==> src/rtl/sr_flag_arbiter.sv <==
// sr_flag_arbiter
//   Round-robin arbiter in front of a bank of SR status flags. Each requester
//   presents a set/clear command against one flag index. One command is
//   granted per cycle, so a flag can never see set and clear together, and
//   the winning command is applied to the flag bank in the grant cycle.
//
// Optional feature macro: SR_FLAG_ARB_CONFLICT_CNT_EN
//   Defined   : conflict_cnt counts cycles with an opposite-op, same-index
//               collision among eligible requesters (saturates at 255).
//   Undefined : conflict_cnt is tied to zero; no detection logic is built.
//
// Ports
//   clk          in   clock, rising edge
//   reset        in   synchronous, active-high reset
//   req          in   [NUM_REQ]        per-requester command request
//   req_op       in   [NUM_REQ]        1 = set, 0 = clear
//   req_idx      in   [NUM_REQ*IDX_W]  requester k uses [k*IDX_W +: IDX_W]
//   clear_all    in   clear every flag at the next edge (blocks grants)
//   gnt          out  [NUM_REQ]        registered one-hot grant pulse
//   flags        out  [NUM_FLAGS]      flag state (Q)
//   flags_b      out  [NUM_FLAGS]      complement of flags (Q-bar)
//   conflict_cnt out  [8]              collision cycle counter

module sr_flag_arbiter #(
    parameter int NUM_REQ   = 4,
    parameter int NUM_FLAGS = 8,
    parameter int IDX_W     = 3
) (
    input  logic                     clk,
    input  logic                     reset,
    input  logic [NUM_REQ-1:0]       req,
    input  logic [NUM_REQ-1:0]       req_op,
    input  logic [NUM_REQ*IDX_W-1:0] req_idx,
    input  logic                     clear_all,
    output logic [NUM_REQ-1:0]       gnt,
    output logic [NUM_FLAGS-1:0]     flags,
    output logic [NUM_FLAGS-1:0]     flags_b,
    output logic [7:0]               conflict_cnt
);

    localparam int PTR_W = (NUM_REQ > 1) ? $clog2(NUM_REQ) : 1;

    logic [NUM_REQ-1:0]   gnt_q;
    logic [NUM_REQ-1:0]   gnt_d;
    logic [NUM_REQ-1:0]   elig;
    logic [PTR_W-1:0]     ptr_q;
    logic [PTR_W-1:0]     ptr_d;
    logic [PTR_W-1:0]     win;
    logic                 found;
    logic [IDX_W-1:0]     win_idx;
    logic                 win_op;
    logic [NUM_FLAGS-1:0] flags_q;
    logic [NUM_FLAGS-1:0] flags_d;

    // A requester granted this cycle is masked so a held request is not
    // issued twice for the same command.
    always_comb begin
        elig  = req & ~gnt_q;
        found = 1'b0;
        win   = '0;
        for (int i = 0; i < NUM_REQ; i++) begin
            if (!found && elig[(int'(ptr_q) + i) % NUM_REQ]) begin
                found = 1'b1;
                win   = PTR_W'((int'(ptr_q) + i) % NUM_REQ);
            end
        end
        win_idx = req_idx[int'(win)*IDX_W +: IDX_W];
        win_op  = req_op[win];
    end

    // clear_all blocks the grant and holds ptr; pending requests retry.
    // An index outside the bank matches no flag, so the grant has no effect.
    always_comb begin
        gnt_d   = '0;
        ptr_d   = ptr_q;
        flags_d = flags_q;
        if (clear_all) begin
            flags_d = '0;
        end else if (found) begin
            gnt_d[win] = 1'b1;
            ptr_d      = (int'(win) == NUM_REQ - 1) ? '0 : win + PTR_W'(1);
            for (int f = 0; f < NUM_FLAGS; f++) begin
                if (win_idx == IDX_W'(f)) begin
                    flags_d[f] = win_op;
                end
            end
        end
    end

    always_ff @(posedge clk) begin
        if (reset) begin
            gnt_q   <= '0;
            ptr_q   <= '0;
            flags_q <= '0;
        end else begin
            gnt_q   <= gnt_d;
            ptr_q   <= ptr_d;
            flags_q <= flags_d;
        end
    end

    assign gnt     = gnt_q;
    assign flags   = flags_q;
    assign flags_b = ~flags_q;

`ifdef SR_FLAG_ARB_CONFLICT_CNT_EN
    logic       collide;
    logic [7:0] cnt_q;

    function automatic logic [7:0] sat_inc(input logic [7:0] v);
        return (v == 8'hFF) ? v : v + 8'd1;
    endfunction

    // Collision: any pair of eligible requesters on one index with opposite
    // ops. Counted regardless of clear_all, which does not clear the count.
    always_comb begin
        collide = 1'b0;
        for (int a = 0; a < NUM_REQ; a++) begin
            for (int b = a + 1; b < NUM_REQ; b++) begin
                if (elig[a] && elig[b] &&
                    (req_idx[a*IDX_W +: IDX_W] == req_idx[b*IDX_W +: IDX_W]) &&
                    (req_op[a] != req_op[b])) begin
                    collide = 1'b1;
                end
            end
        end
    end

    always_ff @(posedge clk) begin
        if (reset) begin
            cnt_q <= 8'd0;
        end else if (collide) begin
            cnt_q <= sat_inc(cnt_q);
        end
    end

    assign conflict_cnt = cnt_q;
`else
    assign conflict_cnt = 8'd0;
`endif

endmodule

==> config.mk <==
export PLATFORM = sky130hd
export DESIGN_NAME = sr_flag_arbiter
export DESIGN_NICKNAME = d
export VERILOG_FILES = /design/src/rtl/sr_flag_arbiter.sv
export SDC_FILE = /design/constraint.sdc
export NUM_CORES = 1
export LEC_CHECK = 0
export BUFFER_PORTS_ARGS = -buffer_cell sky130_fd_sc_hd__buf_4
export CORE_MARGIN = 2
export CORE_UTILIZATION = 41
export DETAILED_ROUTE_END_ITERATION = 12
export GPL_ROUTABILITY_DRIVEN = 0
export PLACE_DENSITY_LB_ADDON = 0.25
export RECOVER_POWER = 50
export SYNTH_ARGS = -nofsm -noshare
export SYNTH_HDL_FRONTEND = slang
export SYNTH_SLANG_ARGS = --single-unit
==> constraint.sdc <==
create_clock -name clk -period 2.23 [get_ports clk]
set_clock_uncertainty 0.1 [all_clocks]
set_input_delay 0.3345 -clock clk [delete_from_list [all_inputs] [get_ports clk]]
set_output_delay 0.3345 -clock clk [all_outputs]
set_load 0.005 [all_outputs]
After elaboration in Yosys (flattened, before gate mapping)
Cells that the tools add are included.
- flip-flop bits (word level): 14
- input bits: 23
- output and inout port bits: 28
- word-level logic and storage cells: 84
- add/subtract/negate cells: 4
- multiply operators: 1
- order comparisons: 6
- eq/ne operators: 8
- shifts and indexed selects: 1
- multiplexer cells: 24
- bitwise logic cells: 8
- reduce and logical (&&, ||, !) cells: 22
- operators with widths (kind ; number):
    AND reduction 2 bit ; 9
    two-way mux 1 bit ; 13
    equality test 3 bit, second input constant ; 4
    < comparator 3 x 4 -> 1 bit, second input constant ; 3
    indexed part select 12 x 5 -> 3 bit ; 1
    binary-select mux 1 bit (select 2 bit) ; 5
    two-way mux 2 bit ; 5
    NOT 8 bit ; 1
    OR reduction 2 bit ; 4
    equality test 3 x 2 -> 1 bit, second input constant ; 2
    < comparator 2 x 3 -> 1 bit, second input constant ; 2
    adder 2 x 1 -> 2 bit, second input constant ; 2
    adder 2 bit, second input constant ; 2
    AND 4 bit ; 1
    logical AND 1 bit ; 4
    multiplier 2 x 2 -> 4 bit, second input constant ; 1
    NOT 4 bit ; 1
    AND 1 bit, first input constant ; 3
    equality test 3 x 1 -> 1 bit, second input constant ; 1
    zero test 1 bit ; 3
    zero test 3 bit ; 1
    OR reduction 3 bit ; 1
    demux 1 bit (select 2 bit) ; 1
    equality test 2 x 1 -> 1 bit, second input constant ; 1
    2 further kinds ; 3

Logic depth before layout (Yosys ltp)
Gate-level depths: netlist of run 1.
- word-level depth: 18
- gate-level depth with buffers: 8
- gate-level depth less buffers: 7

Worst setup path after synthesis of run 1
Ideal clock, no wire load.
- path kind: input -> register
- from: input req[1]
- to: register flags_q[1], in the netlist flags[1]
- setup time: 72 ps
- arrival: 1983 ps
- required time: 2058 ps
- slack: 75 ps
- stages: 8
- buffers on the path: 1
- cells stage by stage: nor2b_2 -> a2111oi_4 -> o32a_2 -> buf_8 -> mux2_4 -> a22oi_4 -> nand3b_1 -> mux2i_1
- longest elaborated chain between the ends: 17
- elaborated cells on any way between the ends: 32
- classes of those cells: mul: 1; eq/ne: 1; shift: 1; mux: 21; bitwise: 1; reduce/logical: 7
- ends and longest elaborated chain (item ; line ; RTL):
    start, declared ; 31 ; input logic [NUM_REQ-1:0] req,
    AND 4 bit (*) ; 58 ; elig = req & ~gnt_q;
    binary-select mux 1 bit (select 2 bit) ; 62 ; if (!found && elig[(int'(ptr_q) + i) % NUM_REQ]) begin
    two-way mux 1 bit (implied by the code) ; 62 ;
    two-way mux 1 bit ; 62 ;
    zero test 1 bit ; 62 ;
    logical AND 1 bit ; 62 ;
    two-way mux 1 bit ; 62 ;
    zero test 1 bit ; 62 ;
    logical AND 1 bit ; 62 ;
    two-way mux 1 bit ; 62 ;
    zero test 1 bit ; 62 ;
    logical AND 1 bit ; 62 ;
    two-way mux 2 bit ; 62 ;
    multiplier 2 x 2 -> 4 bit ; 67 ; win_idx = req_idx[int'(win)*IDX_W +: IDX_W];
    indexed part select 12 x 5 -> 3 bit ; 67 ;
    equality test 3 x 1 -> 1 bit ; 83 ; if (win_idx == IDX_W'(f)) begin
    AND reduction 2 bit (no source line) ; - ;
    end signal, assigned ; 98 ; flags_q <= flags_d;
    end, declared ; 52 ; logic [NUM_FLAGS-1:0] flags_q;
Mark *: on every way between the ends. The rest lies on a longest branch, timed or not. The select of a mux whose other input is x is not followed.
A chain may end at the register's enable or synchronous reset.

Worst setup path in the final report of run 1
- from: register gnt_q[1], in the netlist gnt[1]
- to: register flags_q[6], in the netlist flags[6]
- longest elaborated chain between the ends: 18
- elaborated cells on any way between the ends: 33
- classes of those cells: mul: 1; eq/ne: 1; shift: 1; mux: 21; bitwise: 2; reduce/logical: 7
- ends and longest elaborated chain (item ; line ; RTL):
    start, declared ; 43 ; logic [NUM_REQ-1:0] gnt_q;
    start signal, assigned ; 96 ; gnt_q <= gnt_d;
    NOT 4 bit (*) ; 58 ;
    AND 4 bit (*) ; 58 ;
    binary-select mux 1 bit (select 2 bit) ; 62 ;
    two-way mux 1 bit (implied by the code) ; 62 ;
    two-way mux 1 bit ; 62 ;
    zero test 1 bit ; 62 ;
    logical AND 1 bit ; 62 ;
    two-way mux 1 bit ; 62 ;
    [2 not listed] ; - ;
    two-way mux 1 bit ; 62 ;
    zero test 1 bit ; 62 ;
    logical AND 1 bit ; 62 ;
    two-way mux 2 bit ; 62 ;
    multiplier 2 x 2 -> 4 bit ; 67 ;
    indexed part select 12 x 5 -> 3 bit ; 67 ;
    equality test 3 bit ; 83 ;
    AND reduction 2 bit (no source line) ; - ;
Marks and branches as above.

==> results.md, run 1 <==
- Outcome: finished, final reports clean
- CTS buffer count: 3
- Largest stage delay, worst path: 0.35 ns
- Worst reg2reg path endpoint: flags[6]
- Vias in the first global route: 839
- Met3 routed WL: 117 um
- Post-route cell area: 1490 um2
- # setup viols final: 0
- Mapped Area: slightly above 1000 um2
- Routed Wire Length: 2320 um
- PortBufs: 42
- Final-layout fill cell count: approximately 210
- Via-per-instance ratio: 4.86
- Most used cells in the layout excluding fill and tap cells: 38 x buf_4, 15 x clkbuf_4, 14 x mux2i_1
- Chip Width: 54.2 um
- Synth Flop Type: dfxtp_1
- CP delay by family, top: compound AO/OA/AOI/OAI gates
- Crit path capture type: flip-flop
- # rows: 18
- Clock-pin slew on the worst setup and hold paths: 0.10 ns
- CP startpoint kind: flip-flop
- WP buf/inv: 0
- Worst Hold Launch: reset
- Clock buffer depth: 2
- Synth cell types: 35
- Slowest cell on crit path: mux2_4
- Max-cap violations: 0
- Root buffer cell: clkbuf_4
- H-tree Lvls: 1
- P per Cell Area: slightly above 600 nW/um2
- Clk Latency, worst-skew pair: 0.27 ns
- Worst Hold End: ptr_q[1]
- Post-synth ARST share: 0
- Sw Ratio: 0.345
- Die height: around 54 um
- CTS tree: yes
- GRT Util Overall: 0.168
- Core area: 2430 um2
- Synth Warn #: 0
- Mean Syn Cell Area: between 9 and 10 um2
- Worst Hold Depth: 2
- Initial antenna violation count: 0
- Met1 wire length: slightly below 900 um
- Final slew viol count: 0
- Final ANT Viol Nets: 0
- Number of synthesized flops with an enable pin: 0
- Worst EP arrival: 2.27 ns
- Syn Inst Count: 108
- Hold_buf cts: 0
- Nets: 188
- DP HPWL: 1900 um
- Largest net degree at the start of global routing: 14
- Share of layout cells above drive strength 1: 0.475
- Worst r2r path cells: 7
- Place WS: -0.153 ns
- Top layer in use: met4
- Commonest non-fill, non-tap cell in the layout: buf_4
- Clock Power Share: 0.205
- # IOs: 51
- First-pass GRT wire length: 3570 um
- Post-CTS Setup Repair Bufs: 0
- Crit-path max FO: 7
- # DRC: 0
- Crit path time final: 2.15 ns
- Initial Util: 0.425
- Final worst path period share: 0.963
- Maximum vdd ir drop: 347 uV
- Initial drt markers: 12
- Sequential share of power: 0.319
- Setup slack after layout: 0.0820 ns
- Logic pwr share: 0.475
- LEAKAGE: roughly 0.00071 uW
- Internal: 589 uW
- Storage cell area: 285 um2
- Area delta synth->final: 43.9%
- Worst EP required: 2.35 ns
- Psw: around 310 uW
- Multi-input gate area: 709 um2
- CP cell instances: nor2b_2, a2111oi_4, o32a_4, mux2_4, o22ai_4, nor3b_4, mux2i_1
- Max frequency: roughly 0.47 GHz
- Worst min path class: in -> reg
- Die area: 2940 um2
- Diode count: 0
- DRT Pass-1 Iters: 4
- Placed standard-cell area: 1400 um2
- DR vias: 924
- Sequential area share after synthesis: 0.271
- Total clock sinks: 14
- Reg2reg setup slack: 0.08 ns
- Reg2reg start: gnt[1]
- Met2 wire len: 1300 um
- #FFs+latches synth: 14
- Unrepaired setup endpoints after global routing: yes
- Hold Vio Cnt, Final: 0
- Avg WL per Cell: 12.2 um
- Critical path class: reg -> reg
- Pwr Total: 899 uW
- Grt ovf: 0
## through the flow
step                      std cells  hold WS, ns  utilization  TNS, ns
final                           190        0.133        0.612        0
after global routing            190        0.125        0.612  -0.0471
after CTS                       190        0.131        0.597        0
after detailed placement        186        0.372        0.577   -0.681
after global placement          186        0.362        0.577   -0.216
after floorplan                 115        0.307            -        0
## synth_stat cells, types with 3 or more instances
| master | number | area [um2] |
|---|---|---|
| dfxtp_1 | 14 | 280 |
| mux2_4 | 4 | 60.1 |
| nand3b_1 | 3 | 22.5 |
| ha_1 | 4 | 50.1 |
| inv_1 | 10 | 37.5 |
| buf_4 | 8 | 60.1 |
| nor3b_2 | 4 | 50.1 |
| nand2_1 | 11 | 41.3 |
| mux2i_1 | 14 | 140 |
| nor2_1 | 6 | 22.5 |
| nor2b_1 | 3 | 18.8 |
| and3_1 | 4 | 25.0 |
## per-layer routing
metal  up-vias  global-route usage
met2        32               0.321
met5         -                   0
met4         0              0.0500
li1        461                   -
met3         2              0.0246
met1       429               0.188
## cell type report
cell class,count,share of cell area
flip-flops and latches,14,0.192
well taps,30,0.0252
repair buffers,51,0.255
inverters,11,0.0277
multi-input cells,80,0.476
clock buffers,4,0.0244
## worst reg2reg max path, stage by stage (launching register included)
cell       delay [ns]
dfxtp_2          0.34
nor2b_2          0.06
a2111oi_4        0.33
o32a_4           0.28
mux2_4           0.35
o22ai_4          0.21
nor3b_4          0.22
mux2i_1          0.20
## sequential cells by signal, summed over array words and instances, names as in the netlist
signal,cells
gnt,4
ptr_q,2
flags,8
## logic make-up after synthesis
logic type | Yosys count | synth area share
AOI/OAI and AO/OA | 9 | 0.120
and+or+nand+nor | 41 | 0.248
buffers and inverters | 21 | 0.116
other | 1 | 0.00362
adders and majority gates | 4 | 0.0484
DFF | 14 | 0.271
muxes | 18 | 0.193
## worst max path at each step
stage | to | depth (start not counted) | startpoint | slack [ns]
floorplan | flags[1] | 8 | req[1] | 0.08
finish | flags[6] | 7 | gnt[1] | 0.08
global placement | flags[1] | 8 | req[1] | -0.07
CTS | flags[1] | 7 | gnt[0] | 0.02
detailed placement | flags[6] | 8 | req[1] | -0.15
global route | flags[6] | 7 | gnt[1] | -0.03
## power groups by stage
stage | combinational [uW] | clock [uW] | sequential [uW]
finish | 427 | 184 | 287
global route | 469 | 198 | 290
CTS | 410 | 187 | 286
detailed placement | 402 | 0 | 292
global placement | 390 | 0 | 290
floorplan | 281 | 0 | 292
## what timing repair did
action / in CTS / in global routing
resized for setup: 2 / 7
pin swaps: 1 / 5
setup endpoints to repair: 2 / 4
(Power assumes the default switching activity.)
==> inputs of run 2 (changes only) <==
==> constraint.sdc (replaced) <==
create_clock -name clk -period 2.58 [get_ports clk]
set_clock_uncertainty 0.1 [all_clocks]
set_input_delay 0.387 -clock clk [delete_from_list [all_inputs] [get_ports clk]]
set_output_delay 0.387 -clock clk [all_outputs]
set_load 0.005 [all_outputs]
==> results.md, run 2 (synthesized netlist as in run 1, its figures left out) <==
- Via-per-instance ratio: 4.90
- Hold_buf cts: 0
- Area delta synth->final: 34.7%
- Vias in the first global route: 774
- Finished Layout Cells: 184
- Unrepaired setup endpoints after global routing: no
- P per Cell Area: 519 nW/um2
- Critical path origin: gnt[0]
- Core area: 2430 um2
- Clock Power Share: 0.216
- Initial Util: 0.425
- Placed standard-cell area: 1360 um2
- # rows: 18
- Final slew viol count: 0
- Clk Latency, worst-skew pair: between 0.2 and 0.3 ns
- Storage cell area: around 280 um2
- Share of layout cells above drive strength 1: 0.429
- Initial drt markers: 8
- # DRC: 0
- Commonest non-fill, non-tap cell in the layout: buf_4
- Max frequency: 0.438 GHz
- Final ANT Viol Nets: 0
- Setup TNS Final: 0 ns
- CTS tree: yes
- Chip Width: 54.2 um
- Max-cap violations: 0
- Largest net degree at the start of global routing: 14
- Worst EP required: 2.69 ns
- Grt ovf: 0
- CTS buffer count: 3
- GRT Util Overall: 0.156
- Critical path class: reg -> reg
- Clock-pin slew on the worst setup and hold paths: approximately 0.09 ns
- Crit path time final: between 2 and 2.5 ns
- Cts repair resizes: 0
- Routed Wire Length: 2120 um
- Final worst path period share: 0.884
- Outcome: finished, final reports clean
- Nets: 182
- H-tree Lvls: 1
- LEAKAGE: around 0.00067 uW
- Post-route cell area: 1390 um2
- Logic pwr share: 0.439
- Internal: 482 uW
- Inst Count DP: 180
- Crit path capture type: flip-flop
- # setup viols final: 0
- Worst EP arrival: 2.39 ns
- DR vias: approximately 900
- Psw: 242 uW
- Total clock sinks: 14
- DRT Pass-1 Iters: 2
- CP startpoint kind: flip-flop
- Initial antenna violation count: 0
- Reg2reg start: gnt[0]
- Final-layout fill cell count: 222
- DP HPWL: 1770 um
- # IOs: between 50 and 60
- Sw Ratio: 0.334
- Maximum vdd ir drop: 275 uV
- Avg WL per Cell: 11.5 um
- Worst min path class: in -> reg
- Worst Hold Launch: reset
- PortBufs: 42
- Post-CTS Setup Repair Bufs: 0
- Diode count: 0
- Root buffer cell: clkbuf_4
- Clock buffer depth: 2
- Setup slack after layout: 0.299 ns
- Crit-path max FO: 9
- Sequential share of power: 0.345
- Die height: approximately 54 um
- First-pass GRT wire length: 3310 um
- Max reg flops: 8
- Hold Vio Cnt, Final: 0
- Multi-input gate area: roughly 660 um2
- Most used cells in the layout excluding fill and tap cells: 28 x buf_4, 20 x clkbuf_4, 14 x mux2i_1, 14 x dfxtp_1, 11 x nand2_1
- Die area: between 2000 and 3000 um2
- Place WS: 0.108 ns
[run 2: cell types whose count changed in the layout (fill, tap and decap cells not counted), sizes merged]
cell | previous run | this run
clkbuf | 17 | 21
buf | 38 | 28
[run 2: worst max-delay path: stages, from the launching register on]
cell and delay, ns:
dfxtp_1 0.40, nor2b_4 0.07, a2111oi_4 0.35, o32a_2 0.35, mux2_4 0.36, a22oi_4 0.25, nand3b_1 0.16, mux2i_1 0.17
[run 2: through the flow]
step                      power (uW)  utilization  hold WS (ns)
after CTS                        734        0.573         0.175
after detailed placement         578        0.558         0.368
after global placement           567        0.558         0.362
final                            724        0.573         0.182
after global routing             776        0.573         0.174
after floorplan                  495            -         0.359
[run 2: final timing paths]
check        endpoint  slack [ns]  depth (start not counted)
max          flags[1]        0.30                          7
min          ptr_q[1]        0.18                          2
max reg2reg  flags[1]        0.30                          7
min reg2reg  flags[2]        0.38                          2
[run 2: cell type report]
cell class | instances | area share
tap | 30 | 0.0269
sequential | 14 | 0.201
multi-input combinational | 80 | 0.474
inverter | 11 | 0.0296
clock buffer | 4 | 0.0260
timing repair buffer | 45 | 0.242
[run 2: metal layers]
| metal | global-route usage | vias up | routed length, um |
|---|---|---|---|
| li1 | - | 447 | - |
| met1 | 0.185 | 423 | 850 |
| met2 | 0.271 | 29 | 1140 |
| met3 | 0.0273 | 2 | 106 |
| met4 | 0.0750 | 0 | 21 |
| met5 | 0 | - | 0 |
[run 2: power groups by stage]
stage                     clock network, uW  logic [uW]  registers (uW)
after floorplan                           0         243             252
after global placement                    0         313             253
after detailed placement                  0         323             255
after CTS                               160         324             250
after global routing                    171         352             253
final                                   156         318             250
